===== src/rtl/csa_mult_pkg.sv =====
// Shared definitions for the carry-save sequential multiplier controller.
package csa_mult_pkg;

  // Controller states, 2-bit encoding.
  typedef enum logic [1:0] {
    ST_IDLE    = 2'd0,
    ST_ACCUM   = 2'd1,
    ST_RESOLVE = 2'd2,
    ST_DONE    = 2'd3
  } state_e;

  // Bits needed to index one multiplier bit; at least one bit wide.
  function automatic int unsigned cnt_width(input int unsigned w);
    return (w <= 2) ? 1 : $clog2(w);
  endfunction

endpackage


===== src/rtl/csa_fa.sv =====
// Single full-adder cell: sum = x^y^z, carry = majority(x, y, z).
module csa_fa (
  input  logic x_i,
  input  logic y_i,
  input  logic z_i,
  output logic s_o,
  output logic c_o
);

  assign s_o = x_i ^ y_i ^ z_i;
  assign c_o = (x_i & y_i) | (x_i & z_i) | (y_i & z_i);

endmodule


===== src/rtl/csa_row.sv =====
// One row of WIDTH independent full-adder cells (3:2 compressor), purely combinational.
// Carries come out at the same bit index as their inputs; any weighting shift is up to the user.
module csa_row #(
  parameter int unsigned WIDTH = 8
) (
  input  logic [WIDTH-1:0] x_i,
  input  logic [WIDTH-1:0] y_i,
  input  logic [WIDTH-1:0] z_i,
  output logic [WIDTH-1:0] s_o,
  output logic [WIDTH-1:0] c_o
);

  for (genvar i = 0; i < WIDTH; i++) begin : g_cell
    csa_fa u_fa (
      .x_i (x_i[i]),
      .y_i (y_i[i]),
      .z_i (z_i[i]),
      .s_o (s_o[i]),
      .c_o (c_o[i])
    );
  end

endmodule


===== src/rtl/csa_seq_mult_ctrl.sv =====
// Sequential unsigned multiplier: one carry-save row reused for WIDTH cycles, then a single
// carry-propagate add resolves the upper half. Start/done handshake toward the issuer.
module csa_seq_mult_ctrl
  import csa_mult_pkg::*;
#(
  parameter int unsigned WIDTH = 8
) (
  input  logic               clk_i,
  input  logic               rst_ni,
  input  logic               start_i,
  input  logic [WIDTH-1:0]   a_i,
  input  logic [WIDTH-1:0]   b_i,
  output logic               ready_o,
  output logic               busy_o,
  output logic               done_o,
  output logic [2*WIDTH-1:0] product_o
);

  localparam int unsigned CntW = cnt_width(WIDTH);
  localparam logic [CntW-1:0] LastCnt = CntW'(WIDTH - 1);

  state_e              state_q, state_d;
  logic [CntW-1:0]     count_q, count_d;
  logic [WIDTH-1:0]    a_q, a_d;
  logic [WIDTH-1:0]    b_q, b_d;
  logic [WIDTH-1:0]    sum_q, sum_d;
  logic [WIDTH-1:0]    carry_q, carry_d;
  logic [WIDTH-1:0]    low_q, low_d;
  logic [2*WIDTH-1:0]  product_q, product_d;
  logic                done_q, done_d;

  logic [WIDTH-1:0]    pp;
  logic [WIDTH-1:0]    row_s;
  logic [WIDTH-1:0]    row_c;
  logic [WIDTH-1:0]    high;

  // Partial product for the multiplier bit selected by the cycle counter.
  assign pp = a_q & {WIDTH{b_q[count_q]}};

  // Final carry-propagate add; modulo 2^WIDTH is exact since the product fits in 2*WIDTH bits.
  assign high = sum_q + carry_q;

  csa_row #(
    .WIDTH (WIDTH)
  ) u_row (
    .x_i (sum_q),
    .y_i (carry_q),
    .z_i (pp),
    .s_o (row_s),
    .c_o (row_c)
  );

  // Next-state and datapath update for each controller state.
  always_comb begin
    state_d   = state_q;
    count_d   = count_q;
    a_d       = a_q;
    b_d       = b_q;
    sum_d     = sum_q;
    carry_d   = carry_q;
    low_d     = low_q;
    product_d = product_q;
    done_d    = 1'b0;

    unique case (state_q)
      ST_IDLE, ST_DONE: begin
        if (start_i) begin
          a_d     = a_i;
          b_d     = b_i;
          sum_d   = '0;
          carry_d = '0;
          low_d   = '0;
          count_d = '0;
          state_d = ST_ACCUM;
        end else begin
          state_d = ST_IDLE;
        end
      end
      ST_ACCUM: begin
        // Retire the settled LSB; the rest of the sum moves up one weight. Carries already
        // sit one weight above their cell, so they are kept unshifted.
        low_d[count_q] = row_s[0];
        sum_d          = {1'b0, row_s[WIDTH-1:1]};
        carry_d        = row_c;
        count_d        = count_q + 1'b1;
        if (count_q == LastCnt) begin
          state_d = ST_RESOLVE;
        end
      end
      ST_RESOLVE: begin
        product_d = {high, low_q};
        done_d    = 1'b1;
        state_d   = ST_DONE;
      end
      default: begin
        state_d = ST_IDLE;
      end
    endcase
  end

  // State and datapath registers with asynchronous active-low reset.
  always_ff @(posedge clk_i or negedge rst_ni) begin
    if (!rst_ni) begin
      state_q   <= ST_IDLE;
      count_q   <= '0;
      a_q       <= '0;
      b_q       <= '0;
      sum_q     <= '0;
      carry_q   <= '0;
      low_q     <= '0;
      product_q <= '0;
      done_q    <= 1'b0;
    end else begin
      state_q   <= state_d;
      count_q   <= count_d;
      a_q       <= a_d;
      b_q       <= b_d;
      sum_q     <= sum_d;
      carry_q   <= carry_d;
      low_q     <= low_d;
      product_q <= product_d;
      done_q    <= done_d;
    end
  end

  assign ready_o   = (state_q == ST_IDLE) || (state_q == ST_DONE);
  assign busy_o    = (state_q == ST_ACCUM) || (state_q == ST_RESOLVE);
  assign done_o    = done_q;
  assign product_o = product_q;

endmodule


===== config.mk =====
export PLATFORM = sky130hd
export DESIGN_NAME = csa_seq_mult_ctrl
export DESIGN_NICKNAME = d
export VERILOG_FILES = /design/src/rtl/csa_mult_pkg.sv /design/src/rtl/csa_fa.sv /design/src/rtl/csa_row.sv /design/src/rtl/csa_seq_mult_ctrl.sv
export SDC_FILE = /design/constraint.sdc
export NUM_CORES = 1
export LEC_CHECK = 0
export ABC_AREA = 0
export BUFFER_PORTS_ARGS = -buffer_cell sky130_fd_sc_hd__buf_2
export CORE_ASPECT_RATIO = 1.2
export CORE_UTILIZATION = 55
export DETAILED_ROUTE_END_ITERATION = 16
export PLACE_DENSITY = 0.74
export SYNTH_ARGS = -nofsm -noshare
export SYNTH_HDL_FRONTEND = slang
export SYNTH_SLANG_ARGS = --single-unit

===== constraint.sdc =====
create_clock -name clk_i -period 3.38 [get_ports clk_i]
set_input_delay 0.169 -clock clk_i [delete_from_list [all_inputs] [get_ports clk_i]]
set_output_delay 0.169 -clock clk_i [all_outputs]
set_load 0.03 [all_outputs]

After elaboration in Yosys (flattened, before gate mapping):

Cells that the tools add are included.

* bits in registers: 62
* bits in latches: 0
* memory bits (writable): 0
* memory bits (read-only): 0
* bits of input ports: 19
* output and inout port bits: 19
* logic and storage cells: 99
* memories kept: 0

* $add $sub $neg: 2
* multipliers: 0
* divide/modulo/power cells: 0
* magnitude comparators: 2
* equality and inequality tests: 6
* shift-type cells: 0
* mux-type cells: 15
* bitwise operators: 57
* reductions and logical operators: 8

Operators by type and width (count)
* one-hot mux 8 bit (2 select lines): 3
* AND 1 bit: 24
* bitwise OR 1 bit: 16
* bitwise XOR 1 bit: 16
* adder 8 bit: 1
* AND 8 bit: 1
* bitwise mux 8 bit: 1
* 2-to-1 mux 8 bit: 1
* one-hot mux 2 bit (3 select lines): 1
* one-hot mux 3 bit (2 select lines): 1
* equality test 2 bit, second input constant: 2
* less-than comparator 3 x 4 -> 1 bit, second input constant: 1
* 2-to-1 mux 1 bit: 4
* inequality test 2 bit, second input constant: 2
* AND reduction 2 bit: 2
* adder 3 x 1 -> 3 bit, second input constant: 1
* binary-select mux 1 bit (select 3 bit): 1
* demux 1 bit (select 3 bit): 1
* equality test 3 bit, second input constant: 1
* greater-or-equal comparator 3 x 1 -> 1 bit, second input constant: 1
* 2-to-1 mux 3 bit: 1
* equality test 2 x 1 -> 1 bit, second input constant: 1
* logical NOT 2 bit: 1
* logical OR 1 bit: 2
* 4 further kinds: 4

Longest topological paths before layout:

* word-level depth: 7
* depth in mapped cells: 9
* depth with buffers taken out: 8

Modules after synthesis:

Synthesis repeated with hierarchy kept, for this count alone.

* cell total of the unflattened synthesis: 277
* area, all modules: 3123.0 µm²

Modules (own cells, without submodules)
* csa_seq_mult_ctrl: times used 1, cells each 269, area an instance 2962.8 µm², sequential area each 1526.5 µm²
* csa_fa: times used 8, cells each 1, area an instance 20.0 µm², sequential area each 0.0 µm²

Least setup slack after synthesis:

No wires, ideal clock.

* kind: register to register
* start: reg count_q[0]
* end: reg low_q[2]
* library setup time: 0.121 ns
* data arrival time: 2.212 ns
* slack: 1.047 ns
* stages on the path, launching flop included: 9
* clock period less this slack: 2.333 ns
* path through: dfrtp_1 -> buf_2 -> nand2b_1 -> o221ai_2 -> nand2_1 -> fa_1 -> nor2_2 -> mux2_1 -> a22o_1

* longest elaborated chain between the ends: 6

RTL lines
* start, declared: RTL line csa_seq_mult_ctrl.sv:23 `logic [CntW-1:0] count_q, count_d;`
* start signal, assigned: RTL line csa_seq_mult_ctrl.sv:115 `count_q <= count_d;`
* less-than comparator 3 x 4 -> 1 bit (not written as such), or another cell as far along: RTL line csa_seq_mult_ctrl.sv:82 `low_d[count_q] = row_s[0];`
* logical AND 1 bit (not written as such) or 2-to-1 mux 1 bit (tied branches): RTL line csa_seq_mult_ctrl.sv:82, csa_seq_mult_ctrl.sv:38
* 2-to-1 mux 1 bit (not written as such) or AND 8 bit (tied branches): RTL line csa_seq_mult_ctrl.sv:82, csa_seq_mult_ctrl.sv:38
* demux 1 bit (select 3 bit) or bitwise XOR 1 bit (tied branches): RTL line csa_seq_mult_ctrl.sv:82, csa_fa.sv:10
* bitwise mux 8 bit (*): RTL line csa_seq_mult_ctrl.sv:82
* one-hot mux 8 bit (2 select lines) (*): RTL line csa_seq_mult_ctrl.sv:65 `unique case (state_q)`
* end signal, assigned: RTL line csa_seq_mult_ctrl.sv:120 `low_q <= low_d;`
* end, declared: RTL line csa_seq_mult_ctrl.sv:28 `logic [WIDTH-1:0] low_q, low_d;`

Mark *: on every way between the ends. The rest lies on a longest branch, timed or not. The select of a mux whose other input is x is not followed.
A chain may end at the register's enable or synchronous reset.

Final worst setup path:

* start: reg count_q[2]
* end: reg low_q[0]

The elaborated chain is that of the path after synthesis.

==> out/metrics.yaml <==
gp_congestion: 0.726
drive_above_1_share_pct: 28.8
synthXorXnorAreaFrac_pct: 0.542
vdd_drop_max_v: 0.000694
postLayoutCellArea_sq_um: 3670
grt_max_degree: 40
path_class: "reg -> reg"
die_area_sq_um: 6180
fin_tns_setup_ns: 0
status: "completed"
routedWlPerCell_um: 13.5
antenna_found_initial: 0
power_switching_w: 0.00125
synthFlopType: "dfrtp_1"
clkSinkCount: 61
drcViolationCount: 0
pin_count: 38
avgViaCountPerCell: 5.17
reg2reg_slack_ns: 0.65
clock_path_buffers: 2
clk_pin_slew_ns: 0.07
cp.arrival_ns: 2.95
rsz0062_at_grt: "no"
synth_area_leader_cell: "dfrtp_1"
ys_types: 41
synth_fa_ha_area_share_pct: 9.61
maxCapViolations: 0
fin_nets: 367
place_inst: 396
area_delta_synth_final_pct: 13.7
synth_top_family_by_area: "multiplexers"
clkLatencyLatePin_ns: 0.34
die_x_um: 72.0
syn_avg_cell_area_sq_um: 11.1
worst-slew-pin-transition_ns: 1.07
synth_compound_area_share_pct: 12.5
grt_pass1_wl_um: 9730
first_iter_violations: 57
syn-cell-area_sq_um: 3230
initial_core_util_pct: 57.0
cts_root_buf: "clkbuf_8"
p_per_area_nw_per_um2: 855
power.static_leakage_nw: 1.67
synth_cells: 290
synth-seq-cells: 61
post_cts_buffers: 0
p_comb_share_pct: 43.3
synthArstFlopShare_pct: 100
synth_fp_nets: 329
cts_buffers: 9
ant_nets: 0
relSlewSlack_pct: 28.5
synth_common_cells: "dfrtp_1, nand2_1, mux2_2"
clock_skew_ns: 0.00719
synth_mux_area_share_pct: 13.4
cp_data_required_time_ns: 3.61
finalHoldViolCount: 0
synth-simple-area-share_pct: 11.0
timing.fmax_mhz: 367
port_buffers: 37
final_cells: 413
p_sw_share_pct: 39.7
die_h_um: 85.9
vias: 2137
finalCritPeriodShare_pct: 80.6
p_int_w: 0.00189
tritoncts: "done"
yosys-top-cells-area: "dfrtp_1, mux2_2, fa_1, ha_1, nand2_1"
rows: 30
ys_seq_area_share_pct: 47.3
min_period_ns: 2.73
diodes: 0
core_sq_um: 5670
drv_slew: 0
synth_most_common_cell: "dfrtp_1"
crit_fanout: 14
cp-start-kind: "flip-flop"
detail_route.first_pass.iterations: 4
p_seq_share_pct: 35.2
hold_class: "in -> reg"
ys_warn_count: 0
cts_htree_levels: 3
dp.final_hpwl_um: 3900
place_area_sq_um: 3450
drt-total-wl_um: 5580
clkPwrFrac_pct: 21.5
synthDominantCellAreaShare_pct: 47.3
grt_pass1_vias: 2014
setup_viol_count_final: 0
synth_edf_count: 0
grt_usage_pct: 21.0
grt_remaining_overflow: 0
crit_path_end_kind: "flip-flop"
metrics by stage:
step	utilization (%)	power (W)	setup slack [ns]	hold WS (ns)
after global placement	60.9	0.00245	0.774	0.345
final	64.8	0.00314	0.655	0.0641
after CTS	64.8	0.00317	0.674	0.0553
after floorplan	-	0.00221	1.05	-0.127
after detailed placement	60.9	0.00249	0.688	0.347
after global routing	64.8	0.00338	0.488	0.0528
what timing repair did:
item	4_1_cts	5_1_grt
endpoints found under the setup margin	0	0
hold buffers	1	0
endpoints found under the hold margin	38	0
resized for setup	0	0
cell usage in the layout, fill, tap and decap left out, types with 2 or more instances in the layout:
cell | Yosys | final
nor2_2 | 2 | 2
o41ai_2 | 3 | 3
mux2_2 | 31 | 31
nand3_1 | 3 | 3
mux2i_1 | 6 | 6
fa_1 | 8 | 8
dfrtp_1 | 61 | 61
o21a_1 | 2 | 2
nand2b_1 | 14 | 14
ha_1 | 12 | 12
o21ai_0 | 21 | 21
buf_2 | 7 | 37
o21ai_1 | 5 | 5
nor2b_1 | 2 | 2
inv_1 | 23 | 23
or2b_1 | 3 | 3
a211oi_1 | 2 | 2
clkbuf_8 | 0 | 12
a21oi_1 | 7 | 7
a22o_1 | 8 | 8
clkinv_2 | 0 | 3
nor3_1 | 2 | 2
o22ai_1 | 2 | 2
buf_4 | 3 | 3
nand2_1 | 35 | 35
nand3b_1 | 4 | 4
nor2_1 | 6 | 6
flip-flops by register name (all words and copies together), names as in the netlist, 2 cells and up:
signal     count
a_q            8
state_q        2
low_q          8
carry_q        8
product_o     16
count_q        3
b_q            8
sum_q          7
power groups by stage:
stage / Sequential, W / Combinational (W) / Clock [W]
after global routing: 0.00114 / 0.00152 / 0.000722
after global placement: 0.00111 / 0.00134 / 0
after CTS: 0.00111 / 0.00138 / 0.000688
after detailed placement: 0.00112 / 0.00137 / 0
final: 0.00110 / 0.00136 / 0.000675
after floorplan: 0.00116 / 0.00105 / 0
cell families after synthesis:
logic type,after synthesis
compound gates,58
xor+xnor,2
fa+ha+maj,20
buf+inv,37
flops,61
mux,39
simple gates,73
layer usage:
| layer | vias up | track usage [%] | wire length, um |
|---|---|---|---|
| met3 | 10 | 3.88 | 199 |
| li1 | 1079 | - | - |
| met1 | 1002 | 29.9 | 2740 |
| met4 | 0 | 10.5 | 89 |
| met2 | 46 | 31.0 | 2550 |
| met5 | - | 0 | 0 |
path summary, 6_finish.rpt:
kind                                           from  cells after the start                         to
setup / recovery             count_q[2]$_DFFE_PN0P_                      7       low_q[0]$_DFFE_PN0P_
hold / removal                               b_i[0]                      2         b_q[0]$_DFFE_PN0P_
setup reg to reg             count_q[2]$_DFFE_PN0P_                      7       low_q[0]$_DFFE_PN0P_
hold reg to reg            product_o[7]$_DFFE_PN0P_                      1   product_o[7]$_DFFE_PN0P_
max in group asynchronous                    rst_ni                      3   product_o[4]$_DFFE_PN0P_
min in group asynchronous                    rst_ni                      2  product_o[14]$_DFFE_PN0P_
cell type report:
class,instances,area [sq um]
clock buffer,12,165
inverter,23,86.3
tap,80,100
multi-input combinational,192,1530
timing repair buffer,41,218
fill,467,2000
sequential,61,1530
clock inverter,4,45.0
worst max-delay path, cell delays in order, from the launching register on:
cell      delay [ns]
dfrtp_1         0.66
nand2b_1        0.20
o221ai_2        0.38
nand2_1         0.14
fa_1            0.64
nor2_2          0.10
mux2_2          0.30
a22o_1          0.18
(Power assumes the default switching activity.)
